===== src/rtl/l15_req_arbiter.sv =====
// Arbitrates the single L1.5 request channel between the icache miss path and
// the dcache path, tracks outstanding transactions and routes L1.5 returns.
module l15_req_arbiter #(
  parameter int ADDR_W  = 40,
  parameter int DATA_W  = 64,
  parameter int BE_W    = 8,
  parameter int TID_W   = 3,
  parameter int MAX_OUT = 4,
  parameter int CNT_W   = $clog2(MAX_OUT + 1)
) (
  input  logic              clk_i,
  input  logic              rst_ni,

  input  logic              ic_req_val_i,
  input  logic [ADDR_W-1:0] ic_req_addr_i,
  input  logic              ic_req_nc_i,
  input  logic [TID_W-1:0]  ic_req_tid_i,
  output logic              ic_req_ack_o,

  input  logic              dc_req_val_i,
  input  logic [4:0]        dc_req_type_i,
  input  logic [2:0]        dc_req_size_i,
  input  logic              dc_req_nc_i,
  input  logic [TID_W-1:0]  dc_req_tid_i,
  input  logic [ADDR_W-1:0] dc_req_addr_i,
  input  logic [DATA_W-1:0] dc_req_data_i,
  input  logic [3:0]        dc_req_amo_i,
  input  logic [BE_W-1:0]   dc_req_be_i,
  output logic              dc_req_ack_o,

  output logic              l15_val_o,
  output logic [4:0]        l15_rqtype_o,
  output logic              l15_nc_o,
  output logic [2:0]        l15_size_o,
  output logic [TID_W-1:0]  l15_threadid_o,
  output logic [ADDR_W-1:0] l15_address_o,
  output logic [DATA_W-1:0] l15_data_o,
  output logic [3:0]        l15_amo_op_o,
  output logic [BE_W-1:0]   l15_be_o,
  input  logic              l15_ack_i,

  input  logic              l15_rtrn_val_i,
  input  logic [3:0]        l15_rtrn_type_i,
  output logic              l15_req_ack_o,
  output logic              ic_rtrn_val_o,
  output logic              dc_rtrn_val_o,

  output logic [CNT_W-1:0]  ic_outstanding_o,
  output logic [CNT_W-1:0]  dc_outstanding_o,
  output logic              proto_err_o
);

  localparam logic [4:0]       IMISS_RQ   = 5'b10000;
  localparam logic [2:0]       ILINE_SIZE = 3'b111;
  localparam logic [3:0]       AMO_NONE   = 4'b0000;
  localparam logic [3:0]       RT_LOAD    = 4'b0000;
  localparam logic [3:0]       RT_IFILL   = 4'b0001;
  localparam logic [3:0]       RT_EVICT   = 4'b0011;
  localparam logic [3:0]       RT_ST_ACK  = 4'b0100;
  localparam logic [3:0]       RT_INT     = 4'b0111;
  localparam logic [3:0]       RT_ATOMIC  = 4'b1110;
  localparam logic [CNT_W:0]   MAX_CNT    = (CNT_W + 1)'(MAX_OUT);
  localparam logic [CNT_W-1:0] CNT_ONE    = CNT_W'(1);

  typedef enum logic {
    S_IDLE,
    S_WAIT_ACK
  } state_t;

  state_t            r_state;
  logic              r_last_ic;
  logic              r_src_ic;
  logic [CNT_W-1:0]  r_ic_cnt;
  logic [CNT_W-1:0]  r_dc_cnt;
  logic              r_perr;

  logic              r_val;
  logic [4:0]        r_rqtype;
  logic              r_nc;
  logic [2:0]        r_size;
  logic [TID_W-1:0]  r_tid;
  logic [ADDR_W-1:0] r_addr;
  logic [DATA_W-1:0] r_data;
  logic [3:0]        r_amo;
  logic [BE_W-1:0]   r_be;

  logic              w_ack_cycle;
  logic              w_ic_inc;
  logic              w_dc_inc;
  logic [CNT_W:0]    w_ic_eff;
  logic [CNT_W:0]    w_dc_eff;
  logic              w_ic_elig;
  logic              w_dc_elig;
  logic              w_can_grant;
  logic              w_grant_ic;
  logic              w_grant_dc;
  logic              w_grant;

  logic              w_rt_ifill;
  logic              w_rt_dc;
  logic              w_rt_bcast;
  logic              w_rt_bad;
  logic              w_ic_underflow;
  logic              w_dc_underflow;

  // An acked request counts toward its source before the next grant is chosen.
  assign w_ack_cycle = (r_state == S_WAIT_ACK) && l15_ack_i;
  assign w_ic_inc    = w_ack_cycle && r_src_ic;
  assign w_dc_inc    = w_ack_cycle && !r_src_ic;
  assign w_ic_eff    = {1'b0, r_ic_cnt} + {{CNT_W{1'b0}}, w_ic_inc};
  assign w_dc_eff    = {1'b0, r_dc_cnt} + {{CNT_W{1'b0}}, w_dc_inc};
  assign w_ic_elig   = ic_req_val_i && (w_ic_eff < MAX_CNT);
  assign w_dc_elig   = dc_req_val_i && (w_dc_eff < MAX_CNT);

  assign w_can_grant = (r_state == S_IDLE) || w_ack_cycle;
  assign w_grant_ic  = w_can_grant && w_ic_elig && (!w_dc_elig || !r_last_ic);
  assign w_grant_dc  = w_can_grant && w_dc_elig && (!w_ic_elig || r_last_ic);
  assign w_grant     = w_grant_ic || w_grant_dc;

  assign ic_req_ack_o = w_grant_ic;
  assign dc_req_ack_o = w_grant_dc;

  assign w_rt_ifill = l15_rtrn_val_i && (l15_rtrn_type_i == RT_IFILL);
  assign w_rt_dc    = l15_rtrn_val_i && ((l15_rtrn_type_i == RT_LOAD)   ||
                                         (l15_rtrn_type_i == RT_ST_ACK) ||
                                         (l15_rtrn_type_i == RT_ATOMIC));
  assign w_rt_bcast = l15_rtrn_val_i && ((l15_rtrn_type_i == RT_EVICT) ||
                                         (l15_rtrn_type_i == RT_INT));
  assign w_rt_bad   = l15_rtrn_val_i && !w_rt_ifill && !w_rt_dc && !w_rt_bcast;

  assign l15_req_ack_o = l15_rtrn_val_i;
  assign ic_rtrn_val_o = w_rt_ifill || w_rt_bcast;
  assign dc_rtrn_val_o = w_rt_dc || w_rt_bcast;

  assign w_ic_underflow = w_rt_ifill && !w_ic_inc && (r_ic_cnt == '0);
  assign w_dc_underflow = w_rt_dc && !w_dc_inc && (r_dc_cnt == '0);

  always_ff @(posedge clk_i or negedge rst_ni) begin
    if (!rst_ni) begin
      r_state   <= S_IDLE;
      r_last_ic <= 1'b0;
      r_src_ic  <= 1'b0;
      r_val     <= 1'b0;
      r_rqtype  <= '0;
      r_nc      <= 1'b0;
      r_size    <= '0;
      r_tid     <= '0;
      r_addr    <= '0;
      r_data    <= '0;
      r_amo     <= '0;
      r_be      <= '0;
    end else begin
      if (w_grant) begin
        r_state   <= S_WAIT_ACK;
        r_last_ic <= w_grant_ic;
        r_src_ic  <= w_grant_ic;
        r_val     <= 1'b1;
        if (w_grant_ic) begin
          r_rqtype <= IMISS_RQ;
          r_nc     <= ic_req_nc_i;
          r_size   <= ILINE_SIZE;
          r_tid    <= ic_req_tid_i;
          r_addr   <= ic_req_addr_i;
          r_data   <= '0;
          r_amo    <= AMO_NONE;
          r_be     <= '1;
        end else begin
          r_rqtype <= dc_req_type_i;
          r_nc     <= dc_req_nc_i;
          r_size   <= dc_req_size_i;
          r_tid    <= dc_req_tid_i;
          r_addr   <= dc_req_addr_i;
          r_data   <= dc_req_data_i;
          r_amo    <= dc_req_amo_i;
          r_be     <= dc_req_be_i;
        end
      end else if (w_ack_cycle) begin
        r_state <= S_IDLE;
        r_val   <= 1'b0;
      end
    end
  end

  // Simultaneous increment and decrement cancel; an unmatched decrement at zero is an error.
  always_ff @(posedge clk_i or negedge rst_ni) begin
    if (!rst_ni) begin
      r_ic_cnt <= '0;
      r_dc_cnt <= '0;
      r_perr   <= 1'b0;
    end else begin
      if (w_ic_inc && !w_rt_ifill) begin
        r_ic_cnt <= r_ic_cnt + CNT_ONE;
      end else if (w_rt_ifill && !w_ic_inc && !w_ic_underflow) begin
        r_ic_cnt <= r_ic_cnt - CNT_ONE;
      end
      if (w_dc_inc && !w_rt_dc) begin
        r_dc_cnt <= r_dc_cnt + CNT_ONE;
      end else if (w_rt_dc && !w_dc_inc && !w_dc_underflow) begin
        r_dc_cnt <= r_dc_cnt - CNT_ONE;
      end
      if (w_rt_bad || w_ic_underflow || w_dc_underflow) begin
        r_perr <= 1'b1;
      end
    end
  end

  assign l15_val_o        = r_val;
  assign l15_rqtype_o     = r_rqtype;
  assign l15_nc_o         = r_nc;
  assign l15_size_o       = r_size;
  assign l15_threadid_o   = r_tid;
  assign l15_address_o    = r_addr;
  assign l15_data_o       = r_data;
  assign l15_amo_op_o     = r_amo;
  assign l15_be_o         = r_be;
  assign ic_outstanding_o = r_ic_cnt;
  assign dc_outstanding_o = r_dc_cnt;
  assign proto_err_o      = r_perr;

endmodule


===== config.mk =====
export PLATFORM = sky130hd
export DESIGN_NAME = l15_req_arbiter
export DESIGN_NICKNAME = d
export VERILOG_FILES = /design/src/rtl/l15_req_arbiter.sv
export SDC_FILE = /design/constraint.sdc
export NUM_CORES = 1
export LEC_CHECK = 0
export CAP_MARGIN = 20
export CORE_ASPECT_RATIO = 0.5
export CORE_MARGIN = 5
export CORE_UTILIZATION = 39
export DETAILED_ROUTE_END_ITERATION = 10
export GPL_TIMING_DRIVEN = 0
export PLACE_DENSITY = 0.79
export SYNTH_ARGS = -nofsm -noshare
export SYNTH_HDL_FRONTEND = slang
export SYNTH_SLANG_ARGS = --single-unit

===== constraint.sdc =====
create_clock -name clk_i -period 2.9 [get_ports clk_i]
set_clock_uncertainty 0.15 [all_clocks]
set_input_delay 0.58 -clock clk_i [delete_from_list [all_inputs] [get_ports clk_i]]
set_output_delay 0.58 -clock clk_i [all_outputs]
set_load 0.01 [all_outputs]

Word level (Yosys, flattened, before mapping)
Index checks and enable logic that the tools add are counted.
{ "op_classes": {"n_addsub": 6, "muxes": 14, "n_bitwise": 1, "magnitude_cmp": 2, "n_eq_ne": 5, "n_reduce_logical": 50} }
{ "op_table": {"columns": ["operator", "n"], "rows": [
  ["$mux 64", 1],
  ["$mux 40", 1],
  ["$logic_and 1x1->1", 23],
  ["$mux 3", 6],
  ["$logic_or 1x1->1", 11],
  ["$logic_not 1->1", 10],
  ["$add 3x1->4", 2],
  ["$eq 4x3->1 const B", 2],
  ["$lt 4x3->1 const B", 2],
  ["$mux 8", 1],
  ["$add 3x1->3 const B", 2],
  ["$logic_not 3->1", 2],
  ["$reduce_bool 2->1", 3],
  ["$sub 3x1->3 const B", 2],
  ["$mux 5", 1],
  ["$eq 4x1->1 const B", 1],
  ["$eq 4x2->1 const B", 1],
  ["$eq 4x4->1 const B", 1],
  ["$logic_not 4->1", 1],
  ["$mux 4", 1],
  ["$mux 1", 3],
  ["$not 1->1", 1]
]} }
{ "word_totals": {"regBits": 137, "word_cells": 91, "output_inout_bits": 141, "inputBits": 182} }

Depth between registers and ports, before layout
{ "logic_depth": {"word_depth": 10, "mapped_depth": 8, "ltp_nobuf": 7} }

Worst setup path before layout
No wires, ideal clock.
{ "synth_path": {"path_type": "in2out", "start": "input port l15_ack_i", "end": "output port ic_req_ack_o", "path_slack_ns": 0.594, "cell_stages": 6, "arrival_time_ns": 1.576, "n_path_buf": 2, "required_time_ns": 2.170, "path_cell_list": "and2b_1 nor2_1 buf_2 nand2_1 buf_2 inv_1"} }
{ "synth_between": {"elab_chain_len": 8, "elab_cells_between_ends": 14, "classes_between": "add/sub: 2; order compare: 2; reduce/logical: 10"} }
{ "synth_rtl": {"columns": ["element", "line", "text"], "rows": [
  ["start, declared", "40", "input logic l15_ack_i,"],
  ["$logic_and 1x1->1 *", "107", "assign w_ack_cycle = (r_state == S_WAIT_ACK) && l15_ack_i;"],
  ["$logic_and 1x1->1", "109", "assign w_dc_inc = w_ack_cycle && !r_src_ic;"],
  ["$add 3x1->4", "111", "assign w_dc_eff = {1'b0, r_dc_cnt} + {{CNT_W{1'b0}}, w_dc_inc};"],
  ["$lt 4x3->1", "113", "assign w_dc_elig = dc_req_val_i && (w_dc_eff < MAX_CNT);"],
  ["$logic_and 1x1->1", "113", null],
  ["$logic_not 1->1", "116", "assign w_grant_ic = w_can_grant && w_ic_elig && (!w_dc_elig || !r_last_ic);"],
  ["$logic_or 1x1->1", "116", null],
  ["$logic_and 1x1->1 *", "116", null],
  ["end, declared", "18", "output logic ic_req_ack_o,"]
]} }
Every way passes the cells marked *; elsewhere a longest branch is shown, timed or not.

Worst setup path in the final report
{ "layout_path": {"start": "input port dc_req_val_i", "end": "output port ic_req_ack_o"} }
{ "layout_between": {"elab_chain_len": 4} }
{ "layout_rtl": {"columns": ["element", "line", "text"], "rows": [
  ["start, declared", "20", "input logic dc_req_val_i,"],
  ["$logic_and 1x1->1", "113", null],
  ["$logic_not 1->1", "116", null],
  ["$logic_or 1x1->1", "116", null],
  ["$logic_and 1x1->1", "116", null]
]} }
Every way passes these cells.

==> flow_metrics.py <==
metrics = {
    "setup_path": {
        "crit_path_end_kind": "output pin",
        "cp.required_ns": 2.17,
        "crit_fanout": 10,
        "crit_type": "input pin to output pin",
        "cp-start-kind": "input pin",
        "arrival_ns": 2.09,
    },
    "yosys": {
        "synth_async_sr_flop_share": 1.000,
        "syn_nets": 671,
        "synth_seq_area_share": 0.5726,
        "synth_cell_type_count": 43,
        "ys.flop_type": "dfrtp_1",
        "syn_avg_cell_area_um2": 12.29,
        "yosysWarnings": 0,
        "synthCells": 487,
        "synthesis.area_um2": 5987,
        "synth_edf_count": 0,
        "ys_seq_elements": 137,
    },
    "place": {
        "post-place-ws_ns": -0.6668,
        "gp_congestion": 0.8855,
        "place.port_buffers": 322,
        "dpl.hpwl_mm": 16.41,
    },
    "drt": {
        "drtAntennaViolNets": 0,
        "drt_first_pass_iters": 5,
        "totalWireLength_mm": 22.05,
        "drc": 0,
        "wire_per_inst_um": 21.02,
        "vias": 5755,
        "via_per_inst": 5.486,
        "drt-initial-drc-count": 417,
    },
    "global_routing": {
        "grt-ovfl-total": 0,
        "grt_max_degree": 73,
        "grt_pass1_wl_mm": 34.21,
        "globalRouteTotalUtil": 0.2398,
        "grt_pass1_vias": 6033,
        "grt_antenna_before_repair": 0,
    },
    "timing": {
        "holdWs_ns": 0.01097,
        "grt_setup_unrepaired": "no",
        "hold_viol_final": 0,
        "max_slew.worst_pin.slew_ns": 0.6680,
        "fmax_ghz": 0.3545,
        "max_slew_margin": 0.5547,
        "fin_crit_ns": 2.821,
        "slew_viol_final": 0,
        "min_period_over_period": 0.9728,
        "finalSetupViolations": 0,
        "fin_ws_ns": 0.07890,
    },
    "floorplanning": {
        "coreArea_um2": 15210,
        "rows": 32,
        "fp.dieH_um": 97.61,
        "die_w_um": 185.2,
        "die_area_um2": 18080,
        "initial_utilization": 0.3935,
        "pin_count": 323,
    },
    "layout": {
        "area_delta_synth_final_pct": 69.53,
        "insertedDiodeCount": 0,
        "final_nets": 1016,
        "drive_above_1_share": 0.1041,
    },
    "status": {
        "outcome": "finished clean",
    },
    "pwr": {
        "ir_worst_vdd_v": 0.0005059,
        "powerDensity_nw_per_um2": 1061,
        "leakagePower_nw": 4.271,
    },
    "clocking": {
        "cts_hold_buf": 0,
        "worst_setup_hold_path_clk_slew_ns": 0.07,
        "h-tree-depth": 4,
        "cts.path.max_buffers": 2,
        "clkLatencyLatePin_ns": 0.41,
        "cts_tree": "yes",
        "cts.sinks": 137,
        "numCtsBuffers": 17,
        "root_buffer": "clkbuf_16",
    },
    "flow_run": {
        "drv_cap": 0,
    },
    "worst_hold_path": {
        "hold_class": "input pin to asynchronous set/reset pin",
    },
}
[flip-flops by register name (all words and copies together) (netlist names)]
| name | count |
|---|---|
| dc_outstanding_o | 3 |
| ic_outstanding_o | 3 |
| l15_address_o | 40 |
| l15_amo_op_o | 4 |
| l15_be_o | 8 |
| l15_data_o | 64 |
| l15_nc_o | 1 |
| l15_rqtype_o | 5 |
| l15_size_o | 3 |
| l15_threadid_o | 3 |
| l15_val_o | 1 |
| proto_err_o | 1 |
| r_src_ic | 1 |
[power breakdown]
group	switching [mW]	internal, mW	total (mW)
registers	0.567	2.79	3.36
logic	2.41	2.88	5.30
clock network	0.974	1.14	2.12
total	3.95	6.82	10.8
[path summary, 6_finish.rpt]
check	cells past startpoint	slack (ns)	startpoint	to
min in group clk_i	1	0.34	l15_be_o[3]$_DFFE_PN0P_	l15_be_o[3]$_DFFE_PN0P_
min reg2reg	1	0.34	l15_be_o[3]$_DFFE_PN0P_	l15_be_o[3]$_DFFE_PN0P_
max in group asynchronous	2	1.78	rst_ni	l15_threadid_o[0]$_DFFE_PN0P_
max	8	0.08	dc_req_val_i	ic_req_ack_o
min	1	0.01	rst_ni	l15_amo_op_o[0]$_DFFE_PN0P_
max reg2reg	7	0.52	r_src_ic$_DFFE_PN0P_	ic_outstanding_o[2]$_DFFE_PN0P_
[synthesized netlist by cell type, types with 2 or more instances]
library cell | number | area share
and2_1 | 4 | 0.0042
o22ai_1 | 3 | 0.0031
nand3_1 | 3 | 0.0025
nor2b_1 | 4 | 0.0042
and3_1 | 6 | 0.0063
nor2_1 | 11 | 0.0069
dfrtp_1 | 137 | 0.57
fa_1 | 2 | 0.0067
buf_4 | 8 | 0.010
buf_6 | 5 | 0.0094
nand2b_1 | 3 | 0.0031
o21ai_2 | 2 | 0.0029
or3_1 | 3 | 0.0031
nand2_1 | 6 | 0.0038
o21ai_0 | 43 | 0.036
clkbuf_1 | 15 | 0.0094
mux2i_1 | 5 | 0.0084
buf_2 | 25 | 0.021
nand3b_1 | 3 | 0.0038
o22a_1 | 12 | 0.018
a21oi_1 | 7 | 0.0059
a22o_1 | 74 | 0.11
inv_1 | 2 | 0.0013
a32oi_1 | 41 | 0.060
a2bb2oi_1 | 41 | 0.060
a221o_1 | 3 | 0.0050
nor3_1 | 3 | 0.0025
[kinds of logic after synthesis]
logic type | Yosys count | synth area share
AO/OA/AOI/OAI | 233 | 0.3099
XOR/XNOR | 2 | 0.002926
adder cells (fa/ha/maj) | 2 | 0.006688
buffers and inverters | 57 | 0.05245
flip-flops | 137 | 0.5726
multiplexers | 6 | 0.01024
AND/OR/NAND/NOR | 50 | 0.04514
[layout by cell type (no fill, tap or decap), types with 12 or more instances in the layout]
cell type,Yosys,layout
a22o_1,74,74
a2bb2oi_1,41,41
a32oi_1,41,41
buf_2,25,20
buf_4,8,14
clkbuf_1,15,15
clkbuf_16,0,17
clkdlybuf4s50_1,0,315
dfrtp_1,137,136
o21ai_0,43,43
o22a_1,12,12
[worst max-delay path: stages]
cell	delay, ns
clkdlybuf4s50_1	0.46
nor2b_4	0.17
o21ai_2	0.10
buf_6	0.16
nand2_2	0.13
buf_6	0.17
inv_1	0.05
dlygate4sd2_1	0.27
[stage by stage]
step,util,power [mW],area (um2),setup TNS [ns],instances
after floorplan,-,5.798,5987,0,487
after global placement,0.6221,8.449,9465,-604.49,1013
after detailed placement,0.6240,8.596,9494,-1.524,1014
after CTS,0.6656,10.82,10130,-0.04574,1048
after global routing,0.6671,11.42,10150,0,1049
final,0.6671,10.77,10150,0,1049
[per-layer routing]
layer,wire [um],GRT usage,vias up,part of all wire
li1,-,-,2621,-
met1,8474,0.2897,2841,0.38
met2,11190,0.4094,239,0.51
met3,1577,0.05834,54,0.072
met4,805,0.1003,0,0.037
met5,0,0,-,0
[area by class of cell]
type                    instances  area (um2)
fillers                      1161        5065
flip-flops and latches        137        3430
repair buffers                328        3286
multi-input cells             293        2273
clock buffers                  17       425.4
plain buffers                  52       314.1
well taps                     204       255.2
clock inverters                15       150.1
inverters                       3       16.27
[repair_timing]
| item | CTS | global route |
|---|---|---|
| buffers inserted | 3 | 2 |
| pin swaps | 1 | 1 |
| gates resized for setup | 20 | 4 |
| endpoints found under the setup margin | 3 | 1 |
(Power assumes the default switching activity.)
